[config.mk]
export PLATFORM = sky130hd
export DESIGN_NAME = unified_mem_arbiter
export DESIGN_NICKNAME = d
export VERILOG_FILES = /design/src/rtl/unified_mem_arbiter.sv
export SDC_FILE = /design/constraint.sdc
export NUM_CORES = 1
export LEC_CHECK = 0
export ABC_AREA = 1
export BUFFER_PORTS_ARGS = -buffer_cell sky130_fd_sc_hd__buf_2
export CORE_AREA = 8 8 101 103
export DETAILED_ROUTE_END_ITERATION = 7
export DIE_AREA = 0 0 109 111
export SYNTH_ARGS = -nofsm -noshare
export SYNTH_HDL_FRONTEND = slang
export SYNTH_SLANG_ARGS = --single-unit
[constraint.sdc]
create_clock -name clock -period 2.25 [get_ports clock]
set_clock_uncertainty 0.1 [all_clocks]
set_input_delay 0.45 -clock clock [delete_from_list [all_inputs] [get_ports clock]]
set_output_delay 0.45 -clock clock [all_outputs]
set_load 0.05 [all_outputs]
[src/rtl/unified_mem_arbiter.sv]
// ----------------------------------------------------------------------------
// unified_mem_arbiter
//
// Purpose:
//   Shares one single-ported unified memory between instruction fetch and the
//   MEM-stage data port. The memory has a 1-cycle read latency. The arbiter
//   grants at most one access per cycle. Data accesses normally win because
//   they belong to older instructions. A starvation counter makes fetch win
//   after STARVE_LIMIT consecutive denied cycles. Each read response is routed
//   back to the port that issued it.
//
// Parameters:
//   STARVE_LIMIT  consecutive denied fetch cycles before fetch wins (1..15)
//
// Ports:
//   clock, reset          clock; synchronous active-high reset
//   if_req, if_addr       fetch request (read only)
//   if_gnt                fetch accepted this cycle
//   if_rvalid, if_rdata   fetch response (one cycle after if_gnt)
//   stall_if              fetch requested but not granted
//   d_req, d_we, d_addr,
//   d_wdata, d_wstrb      data request (d_we=1 store, 0 load)
//   d_gnt                 data accepted this cycle
//   d_rvalid, d_rdata     load response (one cycle after a load grant)
//   mem_req, mem_we, mem_addr, mem_wdata, mem_wstrb
//                         memory command (all zero when idle; wstrb 0 on reads)
//   mem_rdata             memory read data, valid the cycle after a read
//
// Optional feature (macro ARB_PERF_EN):
//   perf_conflicts        cycles with both ports requesting (wraps at 2^32)
//   perf_forced           contested cycles won by fetch via starvation rule
// ----------------------------------------------------------------------------
module unified_mem_arbiter #(
    parameter int unsigned STARVE_LIMIT = 4
) (
    input  logic        clock,
    input  logic        reset,
    input  logic        if_req,
    input  logic [31:0] if_addr,
    output logic        if_gnt,
    output logic        if_rvalid,
    output logic [31:0] if_rdata,
    output logic        stall_if,
    input  logic        d_req,
    input  logic        d_we,
    input  logic [31:0] d_addr,
    input  logic [31:0] d_wdata,
    input  logic [3:0]  d_wstrb,
    output logic        d_gnt,
    output logic        d_rvalid,
    output logic [31:0] d_rdata,
    output logic        mem_req,
    output logic        mem_we,
    output logic [31:0] mem_addr,
    output logic [31:0] mem_wdata,
    output logic [3:0]  mem_wstrb,
    input  logic [31:0] mem_rdata
`ifdef ARB_PERF_EN
    ,
    output logic [31:0] perf_conflicts,
    output logic [31:0] perf_forced
`endif
);

    typedef enum logic [1:0] {
        RESP_NONE = 2'd0,
        RESP_IF   = 2'd1,
        RESP_D    = 2'd2
    } resp_sel_t;

    localparam logic [3:0] LIMIT = 4'(STARVE_LIMIT);

    resp_sel_t  resp_sel;
    resp_sel_t  resp_sel_next;
    logic [3:0] starve_cnt;
    logic [3:0] starve_cnt_next;
    logic       contested;
    logic       force_if;
    logic       if_win;
    logic       d_win;

    always_ff @(posedge clock) begin
        if (reset) begin
            resp_sel   <= RESP_NONE;
            starve_cnt <= 4'd0;
        end else begin
            resp_sel   <= resp_sel_next;
            starve_cnt <= starve_cnt_next;
        end
    end

    // Every output is held at zero while reset is asserted. This includes any
    // response left over from a grant in the previous cycle.
    always_comb begin
        contested       = 1'b0;
        force_if        = 1'b0;
        if_win          = 1'b0;
        d_win           = 1'b0;
        if_gnt          = 1'b0;
        d_gnt           = 1'b0;
        stall_if        = 1'b0;
        mem_req         = 1'b0;
        mem_we          = 1'b0;
        mem_addr        = 32'd0;
        mem_wdata       = 32'd0;
        mem_wstrb       = 4'd0;
        if_rvalid       = 1'b0;
        if_rdata        = 32'd0;
        d_rvalid        = 1'b0;
        d_rdata         = 32'd0;
        resp_sel_next   = RESP_NONE;
        starve_cnt_next = 4'd0;

        contested = if_req && d_req;
        force_if  = (starve_cnt == LIMIT);
        if_win    = !reset && if_req && (!d_req || force_if);
        d_win     = !reset && d_req && !if_win;

        if_gnt   = if_win;
        d_gnt    = d_win;
        stall_if = !reset && if_req && !if_win;

        if (if_win) begin
            mem_req  = 1'b1;
            mem_addr = if_addr;
        end else if (d_win) begin
            mem_req   = 1'b1;
            mem_we    = d_we;
            mem_addr  = d_addr;
            mem_wdata = d_wdata;
            // Byte enables only mean something for stores.
            mem_wstrb = d_we ? d_wstrb : 4'd0;
        end

        if (!reset) begin
            if_rvalid = (resp_sel == RESP_IF);
            d_rvalid  = (resp_sel == RESP_D);
        end
        if (if_rvalid) begin
            if_rdata = mem_rdata;
        end
        if (d_rvalid) begin
            d_rdata = mem_rdata;
        end

        if (if_win) begin
            resp_sel_next = RESP_IF;
        end else if (d_win && !d_we) begin
            resp_sel_next = RESP_D;
        end

        // The counter only counts cycles in which fetch was actually asking.
        // Dropping if_req, or winning, restarts the count.
        if (if_req && !if_win) begin
            starve_cnt_next = (starve_cnt < LIMIT) ? starve_cnt + 4'd1 : starve_cnt;
        end
    end

`ifdef ARB_PERF_EN
    always_ff @(posedge clock) begin
        if (reset) begin
            perf_conflicts <= 32'd0;
            perf_forced    <= 32'd0;
        end else begin
            if (contested) begin
                perf_conflicts <= perf_conflicts + 32'd1;
            end
            if (contested && force_if) begin
                perf_forced <= perf_forced + 32'd1;
            end
        end
    end
`endif

endmodule

# After elaboration in Yosys (flattened, before gate mapping)
# Index checks and enable logic that the tools add are counted.
# Widths: inputs -> output; s select.
[word_totals] regBits=6 latch_bits=0 ram_bits=0 romBits=0 in_bits=137 out_inout_bits=139 word_cells=40 n_memories=0
[op_classes] addsub=1 mul=0 n_div=0 n_lt_le_gt_ge=1 eq_ne=3 shift=0 mux=17 bitwise_logic=1 n_reduce_logical=14
[ops] operator="$mux 32" count=6
[ops] operator="$mux 4" count=3
[ops] operator="$logic_and 1x1->1" count=7
[ops] operator="$mux 1" count=7
[ops] operator="$add 4x1->4 const B" count=1
[ops] operator="$eq 4x3->1 const B" count=1
[ops] operator="$logic_not 1->1" count=4
[ops] operator="$lt 4x3->1 const B" count=1
[ops] operator="$reduce_or 2->1" count=2
[ops] operator="$eq 2x1->1 const B" count=1
[ops] operator="$eq 2x2->1 const B" count=1
[ops] operator="$mux 2" count=1
[ops] operator="$logic_or 1x1->1" count=1
[ops] operator="$not 1->1" count=1

# Longest topological paths before layout
[logic_depth] depth_word=8 depth_mapped=9 ltp_nobuf=7

# Worst setup path after synthesis
# Ideal clock, no wire load.
[synth_path] kind="in2out" start="input port reset" end="output port if_rdata[10]" arrival_ns=2.775 t_required_ns=1.700 path_slack_ns=-1.075 stages=4 path_buffers=1 cell_sequence="nor3_1 > inv_1 > clkbuf_1 > nor2_1"
[synth_between] elab_chain_len=2
[synth_rtl] item="from (decl)" line="37" source="input logic reset,"
[synth_rtl] item="$mux 1" line="135" source="if (!reset) begin"
[synth_rtl] item="$mux 32" line="139" source="if (if_rvalid) begin"
[synth_rtl] item="to (decl)" line="42" source="output logic [31:0] if_rdata,"
# Every way passes these cells.

# Worst setup path after layout
[layout_path] start="register starve_cnt[0]" end="output port mem_wdata[3]"
[layout_between] elab_chain_len=7
[layout_rtl] item="from (decl)" line="75" source="logic [3:0] starve_cnt;"
[layout_rtl] item="from (signal assigned)" line="88" source="starve_cnt <= starve_cnt_next;"
[layout_rtl] item="$eq 4x3->1 (*)" line="115" source="force_if = (starve_cnt == LIMIT);"
[layout_rtl] item="$logic_or 1x1->1 (*)" line="116" source="if_win = !reset && if_req && (!d_req || force_if);"
[layout_rtl] item="$logic_and 1x1->1 (*)" line="116"
[layout_rtl] item="$logic_not 1->1" line="117" source="d_win = !reset && d_req && !if_win;"
[layout_rtl] item="$logic_and 1x1->1" line="117"
[layout_rtl] item="$mux 32" line="126" source="end else if (d_win) begin"
[layout_rtl] item="$mux 32 (*)" line="123" source="if (if_win) begin"
[layout_rtl] item="to (decl)" line="55" source="output logic [31:0] mem_wdata,"
# Mark *: on every way between the ends. The rest lies on a longest branch, timed or not.

==> metrics.yaml <==
status: "completed"
wl_per_cell_um: 14.44
holdBufCountCts: 0
grt_max_degree: 37
fmaxAchievable_mhz: 451.2
r2r_cells: 8
routed_wl_um: 10220
cts_tree: "built"
reg2reg_slack_ns: 0.90
synth.avg_cell_area_um2: 4.556
synth_nets: 468
critPathMaxStageDelay_ns: 0.31
synth-seq-area-share_pct: 8.013
maxSlewHeadroom_pct: 78.04
cap_violations: 0
path_max_fanout: 18
synth_most_common_cell: "nor2_1"
n_antenna_cell: 0
dr.first_iter.drc_count: 173
rsz0062_at_grt: "true"
ys_top_cells_by_area: "nor2_1 25%, nand3_1 22%, inv_1 19%"
hp-class: "input port to register"
synth_common_cells: "101 x nor2_1, 75 x inv_1, 66 x nand3_1"
die_h_um: 111
crit_required_ns: 1.70
place_congestion: 0.8355
path_class: "register to output port"
arrival_ns: 1.67
placementRows: 34
drtAntennaViolNets: 0
synthArstFlopShare_pct: 0
whs_ns: 0.3664
synth.top_cell.area_share_pct: 25.29
antenna_found_initial: 1
initial_core_util_pct: 17.53
synth_enable_flop_cells: 0
end_kind: "output port"
cts.sinks: 6
drv_slew: 0
synth_area_um2: 1499
hpwlAfterDp_um: 7867
die-width_um: 109
tightest_slew_ns: 0.3294
htree_levels: 1
clock_latency_ns: 0.22
r2r_start: "starve_cnt[0]"
routed_via_density: 4.270
cts_buffer_depth: 2
cp-start-kind: "register"
cts_setup_buffers: 0
worstPathCellList: "inv_1 -> ha_1 -> nand3_2 -> nand2_4 -> nand2_8 -> nand2_8 -> buf_12 -> nor2_1 -> buf_6"
final_util_pct: 45.61
ios: 276
drive_above_1_share_pct: 61.00
ys_warn_count: 0
cts_buffers: 3
path_clk_slew_ns: 0.04
dieArea_um2: 12100
io_buffers: 275
syn_inst: 329
total_power_mw: 1.085
crit_top_cell: "nand2_8"
power.density_nw_per_um2: 278.3
syn_to_final_growth_pct: 160.2
overflow: 0
setup_viol: 0
min_to: "resp_sel[1]"
cpMaxStageDelayCell: "dfxtp_2"
drtPass1Iterations: 7
synthFlopType: "dfxtp_1"
cts_root_buffer: "clkbuf_8"
hold_depth: 2
design.core.area_um2: 8551
finalHoldViolCount: 0
nets: 741
synth_largest_area_cell: "nor2_1"
finalCriticalPeriod_ns: 2.216
leakagePower_nw: 2.472
ys_ff_latch: 6
grt_pass1_wl_um: 14090
drc: 0
hp-start: "d_we"
first_global_vias: 2925
finalCritPeriodShare_pct: 98.49
yosysUniqueCellTypes: 19
ir_drop_v: 0.0001278
vias: 3023
timing.rr.end: "resp_sel[1]"
globalRouteTotalUtil_pct: 13.93
-- cell usage in the layout, fill, tap and decap left out, drive strengths merged --
master,netlist,routed
dfxtp,6,6
inv,78,78
a21oi,2,2
ha,2,2
o21ai,1,1
nor2,110,110
xor2,1,1
nor3,1,1
clkbuf,9,8
nand3,66,66
buf,13,285
nand2,40,40
-- cell families after synthesis --
kind of cell	Yosys count	synth area share [%]
compound gates	3	1.001
xor+xnor	1	0.5844
fa+ha+maj	2	1.669
buf+inv	100	26.46
flops	6	8.014
simple gates	217	62.27
-- critical path, delay by kind of cell (launching register included) --
| family | cells | cell delay, ns |
|---|---|---|
| AND/OR/NAND/NOR | 5 | 0.52 |
| flip-flops | 1 | 0.31 |
| buffers and inverters | 3 | 0.40 |
| adder cells (fa/ha/maj) | 1 | 0.20 |
-- worst max-delay path by stage --
stage	start	end	cells after the start
final	starve_cnt[0]	mem_wdata[3]	9
after global routing	starve_cnt[0]	mem_wdata[3]	9
after CTS	starve_cnt[0]	mem_wstrb[1]	9
after detailed placement	reset	mem_addr[31]	9
after global placement	reset	mem_addr[0]	9
after floorplan	reset	if_rdata[0]	3
-- flip-flops by register name, indices dropped and copies added, names as in the netlist --
register	flops
resp_sel	2
starve_cnt	4
-- layout make-up --
cell class              count  area, um^2
multi-input cells         223        1329
repair buffers            290        1979
flip-flops and latches      6       122.6
well taps                 108       135.1
clock buffers               3       41.29
fillers                   882        4651
inverters                  78       292.8
-- metrics by stage --
step	setup WS (ns)	area [um^2]	cells	setup TNS, ns
2_1_floorplan	-0.02823	1762	329	-0.6707
3_3_place_gp	0.09480	3281	699	0
3_5_place_dp	0.06606	3281	699	0
4_1_cts	-0.002163	3510	702	-0.003783
5_1_grt	-0.05476	3900	708	-0.4643
6_report	0.03390	3900	708	0
-- routing by layer --
| metal | GRT usage [%] | vias up | part of all wire (%) |
|---|---|---|---|
| met4 | 1.370 | 2 | 0.37 |
| li1 | - | 1509 | - |
| met2 | 27.64 | 154 | 55 |
| met1 | 13.44 | 1352 | 33 |
| met5 | 0 | - | 0.16 |
| met3 | 4.884 | 6 | 11 |
-- report_power, final --
| part | switching, mW | internal [mW] |
|---|---|---|
| clock network | 0.0445 | 0.115 |
| logic | 0.534 | 0.282 |
| registers | 0.00148 | 0.110 |
-- timing repair --
action                                  in CTS  in global routing
hold endpoints to repair                     0                  0
endpoints found under the setup margin      67                 70
pin swaps                                    0                  3
gates resized for setup                     73                 75
cloned                                       0                  6
Note: power is estimated with default switching activity, not from simulation.
